==> src/rtl/instr_register_pkg.sv <==
// Shared types for the instruction register stack and its execution sequencer.
package instr_register_pkg;

  localparam int ADDR_W = 5;
  localparam int OPND_W = 32;

  typedef logic [ADDR_W-1:0] address_t;
  typedef logic signed [OPND_W-1:0] operand_t;

  typedef enum logic [2:0] {
    ZERO, PASSA, PASSB, ADD, SUB, MULT, DIV, MOD
  } opcode_t;

  typedef struct packed {
    opcode_t  opc;
    operand_t op_a;
    operand_t op_b;
  } instruction_t;

  typedef logic signed [63:0] result_t;

  typedef enum logic [2:0] {
    IDLE, FETCH, CAPTURE, EXEC, DIVIDE, OUTPUT
  } seq_state_t;

  // Number of divider cycles needed to resolve a full operand-width quotient
  function automatic int div_iters(input int bits_per_cycle);
    return OPND_W / bits_per_cycle;
  endfunction

endpackage

==> src/rtl/instr_exec_sequencer_divider.sv <==
// Iterative restoring divider on operand magnitudes with a final sign fixup.
// Quotient truncates toward zero, remainder follows the dividend's sign.
module instr_iter_divider
  import instr_register_pkg::*;
#(
  parameter int DIV_BITS_PER_CYCLE = 1
) (
  input  logic     clk,
  input  logic     reset_n,
  input  logic     start,
  input  operand_t op_a,
  input  operand_t op_b,
  input  logic     is_mod,
  output logic     done,
  output result_t  value
);

  localparam int ITERS = div_iters(DIV_BITS_PER_CYCLE);
  localparam int CNT_W = $clog2(ITERS + 1);

  logic             running;
  logic [CNT_W-1:0] cnt;
  logic [31:0]      quo, rem, dvs;
  logic [31:0]      quo_nxt, rem_nxt;
  logic [32:0]      trial;
  logic             neg_q, neg_r, mod_q, zero_q;
  result_t          q_mag, r_mag;

  function automatic logic [31:0] magnitude(input operand_t x);
    return x[31] ? (~x + 32'd1) : x;
  endfunction

  // Resolve DIV_BITS_PER_CYCLE quotient bits per clock
  always_comb begin
    quo_nxt = quo;
    rem_nxt = rem;
    trial   = '0;
    for (int i = 0; i < DIV_BITS_PER_CYCLE; i++) begin
      trial   = {rem_nxt, quo_nxt[31]};
      quo_nxt = {quo_nxt[30:0], 1'b0};
      if (trial >= {1'b0, dvs}) begin
        trial      = trial - {1'b0, dvs};
        quo_nxt[0] = 1'b1;
      end
      rem_nxt = trial[31:0];
    end
  end

  // Iteration control; a zero divisor skips straight to done
  always_ff @(posedge clk or negedge reset_n) begin
    if (!reset_n) begin
      running <= 1'b0;
      cnt     <= '0;
    end else if (start) begin
      running <= 1'b1;
      cnt     <= (op_b == '0) ? '0 : CNT_W'(ITERS);
    end else if (running && (cnt != '0)) begin
      cnt <= cnt - CNT_W'(1);
    end
  end

  // Operand magnitudes and partial quotient/remainder
  always_ff @(posedge clk) begin
    if (start) begin
      quo    <= magnitude(op_a);
      rem    <= '0;
      dvs    <= magnitude(op_b);
      neg_q  <= op_a[31] ^ op_b[31];
      neg_r  <= op_a[31];
      mod_q  <= is_mod;
      zero_q <= (op_b == '0);
    end else if (running && (cnt != '0)) begin
      quo <= quo_nxt;
      rem <= rem_nxt;
    end
  end

  assign done = running && (cnt == '0);

  // Sign fixup in 64 bits so the most-negative dividend cannot overflow
  always_comb begin
    q_mag = result_t'({32'b0, quo});
    r_mag = result_t'({32'b0, rem});
    if (zero_q)     value = '0;
    else if (mod_q) value = neg_r ? -r_mag : r_mag;
    else            value = neg_q ? -q_mag : q_mag;
  end

endmodule

==> src/rtl/instr_exec_sequencer.sv <==
// Walks a window of the instruction register stack, executes each word and
// streams the results out on a valid/ready port.
// Optional build macro EXEC_DIV0_FLAG_EN adds the div_zero output.
module instr_exec_sequencer
  import instr_register_pkg::*;
#(
  parameter int DIV_BITS_PER_CYCLE = 1,
  parameter int MAX_COUNT          = 32
) (
  input  logic         clk,
  input  logic         reset_n,
  input  logic         start,
  input  address_t     first_addr,
  input  logic [5:0]   count,
  input  instruction_t instruction_word,
  output address_t     read_pointer,
  output logic         busy,
  output logic         done,
  output result_t      result,
  output opcode_t      result_opc,
  output address_t     result_addr,
  output logic         result_valid,
  input  logic         result_ready
`ifdef EXEC_DIV0_FLAG_EN
  ,
  output logic         div_zero
`endif
);

  seq_state_t state, state_nxt;
  logic [5:0] count_cl, left_q;
  opcode_t    opc_q;
  operand_t   op_a_q, op_b_q;
  logic       div_start, div_done, latch_res;
  result_t    div_value, exec_value, a64, b64;

  assign count_cl     = (count > 6'(MAX_COUNT)) ? 6'(MAX_COUNT) : count;
  assign busy         = (state != IDLE);
  assign result_valid = (state == OUTPUT);
  assign latch_res    = (state == EXEC) || ((state == DIVIDE) && div_done);

  instr_iter_divider #(
    .DIV_BITS_PER_CYCLE(DIV_BITS_PER_CYCLE)
  ) u_div (
    .clk    (clk),
    .reset_n(reset_n),
    .start  (div_start),
    .op_a   (instruction_word.op_a),
    .op_b   (instruction_word.op_b),
    .is_mod (instruction_word.opc == MOD),
    .done   (div_done),
    .value  (div_value)
  );

  // State register
  always_ff @(posedge clk or negedge reset_n) begin
    if (!reset_n) state <= IDLE;
    else          state <= state_nxt;
  end

  // Next-state logic and divider launch
  always_comb begin
    state_nxt = state;
    div_start = 1'b0;
    case (state)
      IDLE:    if (start && (count_cl != '0)) state_nxt = FETCH;
      FETCH:   state_nxt = CAPTURE;
      CAPTURE: begin
        if ((instruction_word.opc == DIV) || (instruction_word.opc == MOD)) begin
          state_nxt = DIVIDE;
          div_start = 1'b1;
        end else begin
          state_nxt = EXEC;
        end
      end
      EXEC:    state_nxt = OUTPUT;
      DIVIDE:  if (div_done) state_nxt = OUTPUT;
      OUTPUT:  if (result_ready) state_nxt = (left_q > 6'd1) ? FETCH : IDLE;
      default: state_nxt = IDLE;
    endcase
  end

  // Single-cycle ALU on sign-extended operands
  always_comb begin
    a64 = result_t'(op_a_q);
    b64 = result_t'(op_b_q);
    case (opc_q)
      PASSA:   exec_value = a64;
      PASSB:   exec_value = b64;
      ADD:     exec_value = a64 + b64;
      SUB:     exec_value = a64 - b64;
      MULT:    exec_value = a64 * b64;
      default: exec_value = '0;
    endcase
  end

  // Captured instruction fields
  always_ff @(posedge clk) begin
    if (state == CAPTURE) begin
      opc_q  <= instruction_word.opc;
      op_a_q <= instruction_word.op_a;
      op_b_q <= instruction_word.op_b;
    end
  end

  // Address walk, location count, result holding registers and done pulse
  always_ff @(posedge clk or negedge reset_n) begin
    if (!reset_n) begin
      read_pointer <= '0;
      left_q       <= '0;
      done         <= 1'b0;
      result       <= '0;
      result_opc   <= ZERO;
      result_addr  <= '0;
    end else begin
      done <= 1'b0;
      if ((state == IDLE) && start) begin
        if (count_cl == '0) begin
          done <= 1'b1;
        end else begin
          read_pointer <= first_addr;
          left_q       <= count_cl;
        end
      end
      if (latch_res) begin
        result      <= (state == DIVIDE) ? div_value : exec_value;
        result_opc  <= opc_q;
        result_addr <= read_pointer;
      end
      if ((state == OUTPUT) && result_ready) begin
        if (left_q > 6'd1) begin
          read_pointer <= read_pointer + 5'd1;
          left_q       <= left_q - 6'd1;
        end else begin
          done <= 1'b1;
        end
      end
    end
  end

`ifdef EXEC_DIV0_FLAG_EN
  // Divide-by-zero flag travels with the result it describes
  always_ff @(posedge clk or negedge reset_n) begin
    if (!reset_n)       div_zero <= 1'b0;
    else if (latch_res) div_zero <= (state == DIVIDE) && (op_b_q == '0);
  end
`endif

endmodule

==> config.mk <==
export PLATFORM = sky130hd
export DESIGN_NAME = instr_exec_sequencer
export DESIGN_NICKNAME = d
export VERILOG_FILES = /design/src/rtl/instr_register_pkg.sv /design/src/rtl/instr_exec_sequencer_divider.sv /design/src/rtl/instr_exec_sequencer.sv
export SDC_FILE = /design/constraint.sdc
export NUM_CORES = 2
export LEC_CHECK = 0
export ABC_AREA = 1
export CAP_MARGIN = 5
export CORE_ASPECT_RATIO = 0.8
export CORE_MARGIN = 2
export CORE_UTILIZATION = 50
export DETAILED_ROUTE_END_ITERATION = 12
export PLACE_DENSITY = 0.67
export SYNTH_ARGS = -nofsm -noshare
export SYNTH_HDL_FRONTEND = slang
export SYNTH_HIERARCHICAL = 1
export SYNTH_SLANG_ARGS = --single-unit
==> constraint.sdc <==
create_clock -name clk -period 19.1 [get_ports clk]
set_input_delay 3.82 -clock clk [delete_from_list [all_inputs] [get_ports clk]]
set_output_delay 3.82 -clock clk [all_outputs]
set_load 0.01 [all_outputs]
* Word level (Yosys, flattened, before mapping)
Index checks and enable logic that the tools add are counted.
Word-level totals: flip-flop bits (word level) 261, latch bits 0, memory bits (writable) 0, memory bits (read-only) 0, bits of input ports 82, output and inout port bits 80, logic and storage cells 105, memories kept 0
Cells by class: $add $sub $neg 10, multipliers 1, divide/modulo/power cells 0, magnitude comparators 3, eq/ne operators 15, shift operators 0, mux-type cells 36, bitwise gates (word level) 3, reductions and logical operators 17
Operator list (number):
- $mux 64 | 5
- $pmux 64 s5 | 1
- $mux 32 | 4
- $neg 32->64 | 2
- $add 32x1->32 const B | 2
- $mul 32x32->64 | 1
- $not 32->32 | 2
- $mux 6 | 8
- $add 32x32->33 | 1
- $ge 33x32->1 | 1
- $sub 32x32->33 | 1
- $logic_not 32->1 | 1
- $sub 32x32->32 | 1
- $mux 31 | 1
- $mux 5 | 4
- $eq 3x3->1 const B | 6
- $pmux 3 s6 | 1
- $eq 3x2->1 const B | 4
- $logic_not 6->1 | 2
- $mux 3 | 4
- $reduce_bool 6->1 | 2
- $sub 6x1->6 const B | 2
- $mux 1 | 8
- $eq 3x1->1 const B | 2
- 12 further kinds | 19

* Longest topological paths before layout
depth after elaboration 7, depth in mapped cells 36, gate-level depth less buffers 34

* Modules after synthesis
The synthesis kept the hierarchy.
Modules (own cells, without submodules):
- instr_exec_sequencer | instances 1, cells an instance 6811, area each 51182.8 µm², seq. area each 4189.0 µm²
- instr_iter_divider | instances 1, cells an instance 1846, area each 11164.5 µm², seq. area each 2857.7 µm²

* Least setup slack after synthesis
Ideal clock, no wire load.
kind input-to-reg, start point in instruction_word[65] in the netlist's numbering, end point reg u_div.quo[0], enable pin, library setup time 0.378 ns, arrival 8.606 ns, required time 18.722 ns, slack 10.117 ns, stages 6, path buffers 2, cell sequence nand2_1 -> nor4_1 -> clkbuf_1 -> nor2_4 -> inv_2 -> buf_2
On the way: longest elaborated chain between the ends 5, elaborated cells between the ends (all ways) 6, classes of those cells eq/ne (2); mux (2); reduce/logical (2)
RTL lines:
- start, declared | line instr_exec_sequencer.sv:15 | input instruction_t instruction_word,
- $eq 3x3->1 | line instr_exec_sequencer.sv:69 | if ((instruction_word.opc == DIV) || (instruction_word.opc == MOD)) begin
- $logic_or 1x1->1 (*) | line instr_exec_sequencer.sv:69
- $mux 1 (*) | line instr_exec_sequencer.sv:69
- $mux 1 (*) | line instr_exec_sequencer.sv:65 | case (state)
- net div_start | line instr_exec_sequencer.sv:34 | logic div_start, div_done, latch_res;
- $reduce_bool 2->1 (no source line) (*)
- end signal, assigned | line instr_exec_sequencer_divider.sv:65 | quo <= magnitude(op_a);
- end signal, assigned | line instr_exec_sequencer_divider.sv:73 | quo <= quo_nxt;
- end, declared | line instr_exec_sequencer_divider.sv:23 | logic [31:0] quo, rem, dvs;
The timed path passes the listed nets; every way through them passes the cells marked *. A chain may end at the register's enable or synchronous reset.

* Final worst setup path
start point reg op_a_q[31], end point reg result[55]
On the way: longest elaborated chain between the ends 3, elaborated cells between the ends (all ways) 5, classes of those cells add/sub (2); mul (1); mux (2)
RTL lines:
- start, declared | line instr_exec_sequencer.sv:33 | operand_t op_a_q, op_b_q;
- start signal, assigned | line instr_exec_sequencer.sv:101 | op_a_q <= instruction_word.op_a;
- $mul 32x32->64 (tied with other cells) | line instr_exec_sequencer.sv:92 | MULT: exec_value = a64 * b64;
- $pmux 64 s5 (*) | line instr_exec_sequencer.sv:87 | case (opc_q)
- $mux 64 (*) | line instr_exec_sequencer.sv:126 | result <= (state == DIVIDE) ? div_value : exec_value;
- end signal, assigned | line instr_exec_sequencer.sv:126
- end, declared | line instr_exec_sequencer.sv:19 | output result_t result,
Every way passes the cells marked *; elsewhere a longest branch is shown, timed or not.

==> metrics.txt <==
max-cap violations 0; DR top layer met5; Netlist Area Pre-Place 62300 sq um; post-route clock period utilization 47.1%; Worst R2R End result[55]; setup TNS 0 ns; hold_sp result_opc[2]; Worst Setup Start Kind flip-flop; FMAX roughly 0.11 GHz; die width 399 um; Synth Instances about 8700; CP Class flip-flop to flip-flop; Register Area a little over 7000 sq um; initial antenna violation count 12; TritonCTS Sinks roughly 260; Multi-input gate area 45300 sq um; synth top area cells fa_1, nand2_1, inv_1, edfxtp_1, ha_1; Num CTS Buffers 34; Least-Margin Pin Slew about 1.3 ns; Metal-1 WL ~110000 um; # hold bufs at CTS 0; Clock Path Buffers 3; final setup vio count 0; synth unique cells 60; final max-slew violation count 0; NumNets Final between 10000 and 15000; Routed Wire Length between 200000 and 250000 um; total track usage around 40%; Core ar. 123000 sq um; Met2 Wirelength approximately 100000 um; count leader, synth nand2_1; crit path time final between 9 and 10 ns; Hold Vio Cnt, Final 0; status complete, no violations; CP Capture Type flip-flop; worst hold stages 2; RSZ-0062 raised after global routing false; CTS tree done; initial core utilization about half; area grow syn2layout 6.70%; IO buf count 161; Syn. warnings 6; post-synth top area share about a third; Hold Crit Class flip-flop to flip-flop; layout cells sized above 1 under 10%; clock root cell clkbuf_16; Synth Register Bits roughly 260; reg2reg path depth 24; share of async-settable or async-resettable flops after synthesis 36.0%; postcts setup bufs 0; total gr overflow 0; via/cell ratio around 5.5; HPWL after detailed placement just over 200000 um; Synth top cells by count nand2_1, inv_1, fa_1; reg-to-reg slack, setup about 10 ns; # resized after CTS 0; Die Area 128000 sq um; first-pass GRT wire length 372000 um; vias in the first global route roughly 57000; slew margin rel. between 10% and 20%; gpl congestion 1.01; detail-routed net length per standard cell approximately 24 um; later-pin clock latency in the skew report a little under 0.6 ns; Top FF cell, synth edfxtp_1; largest net degree at the start of global routing 77; 1st-iter DRT viols roughly 6600; dominant cell type by area after synthesis fa_1; hold path endpoint result_opc[2]; htree depth 2; worst path arrival time about 9.5 ns; CTS clk-pin slew, worst paths around 0.070 ns; Max FO, Critical Path 35; RR Startpoint op_a_q[31]; # fillers 12000; Layout Skew around 0.039 ns; Initial DRT Pass Iterations 7; boundary pin count about 160; Avg Cell Area, Syn 7.20 sq um; cell row count ~120; DRC Markers 0; vias ~56000; EDFF count, synth approximately 140; Die Ht approximately 320 um; post-synthesis sequential area ratio 11.3%; Final ANT Viol Nets 0; met3 wire len ~28000 um; Mapped Nets between 10000 and 15000; Worst Path Required about 20 ns
## how the worst max path moves through the flow
stage	startpoint	end	slack (ns)	depth (start not counted)
3_3_place_gp	op_a_q[31]	result[56]	10.22	25
2_1_floorplan	instruction_word[65]	u_div/quo[0]	10.12	6
6_report	op_a_q[31]	result[55]	10.10	24
5_1_grt	op_b_q[5]	result[56]	9.77	29
4_1_cts	op_b_q[8]	result[56]	10.16	25
3_5_place_dp	op_b_q[8]	result[56]	10.18	25
## logic make-up after synthesis
kind of cell / Yosys count / share of synthesized area [%]
fa+ha+maj: 1377 / 40.7
flops: 261 / 11.3
xor+xnor: 77 / 1.08
buf+inv: 2614 / 16.2
compound gates: 697 / 6.41
simple gates: 3631 / 24.3
## routing by layer
metal	vias up	track usage, %
met5	-	0
met4	8	14.3
met3	474	9.76
met2	2953	58.0
met1	27700	57.2
li1	25300	-
## cell type report
type | count | share of cell area [%]
timing repair buffer | 258 | 3.51
clock inverter | 21 | 0.444
clock buffer | 41 | 1.44
antenna | 4 | 0.0150
tap | 1638 | 3.08
inverter | 2285 | 12.9
sequential | 261 | 10.6
multi-input combinational | 5782 | 68.0
## per-stage QoR
step / area, sq um / setup WS [ns] / hold slack (ns) / util (%) / instances
2_1_floorplan: 62300 / 10.12 / 0.449 / - / 8657
3_3_place_gp: 65300 / 10.22 / 0.469 / 52.9 / 10200
3_5_place_dp: 65300 / 10.18 / 0.471 / 52.9 / 10200
4_1_cts: 66500 / 10.16 / 0.492 / 53.9 / 10300
5_1_grt: 66500 / 9.77 / 0.513 / 53.9 / 10300
6_report: 66500 / 10.10 / 0.488 / 54.0 / 10300
## cells in the final DEF (no fill, tap or decap), drive strengths merged, types with 5 or more instances in the layout
master	instances
nand2	2443
inv	2287
fa	1085
nor2	549
nand3	408
a21oi	343
ha	292
o21ai	233
clkdlybuf4s50	160
edfxtp	135
buf	98
dfrtp	94
nand4	81
nor3	68
xor2	47
clkbuf	41
o21bai	34
dfxtp	32
xnor2	30
nand3b	25
nor4	25
o211ai	17
or2	15
and2	14
clkinv	13
o22ai	12
a21boi	11
a21o	8
a221oi	6
o21a	6
a311oi	6
a22oi	5
bufinv	5
## worst max-delay path, stage by stage, from the launching register on
cell and delay [ns]:
edfxtp_1 0.32, buf_4 0.45, nand2_1 0.24, fa_1 0.80, fa_1 0.68, fa_1 1.02
inv_1 0.31, fa_1 0.53, fa_1 0.54, fa_1 0.50, inv_1 0.05, fa_1 0.49
inv_1 0.06, fa_1 0.45, ha_1 0.57, nand2_1 0.19, nor2_1 0.20, nand3_1 0.26
nor3_1 0.29, o21ai_0 0.27, nand4_1 0.16, nand3_1 0.19, nand2_2 0.13, nand2_2 0.06
a21oi_2 0.13
## state kept, by name, summed over array words and instances, names as in the netlist, 5 cells and up
| signal | cells |
|---|---|
| result | 64 |
| op_a_q | 32 |
| op_b_q | 32 |
| u_div/dvs | 32 |
| u_div/quo | 32 |
| u_div/rem | 32 |
| left_q | 6 |
| u_div/cnt | 6 |
| read_pointer | 5 |
| result_addr | 5 |
Power is left out: the tool's default activity adds up to more than one toggle a clock period on the data nets, which glitch-free logic cannot reach.
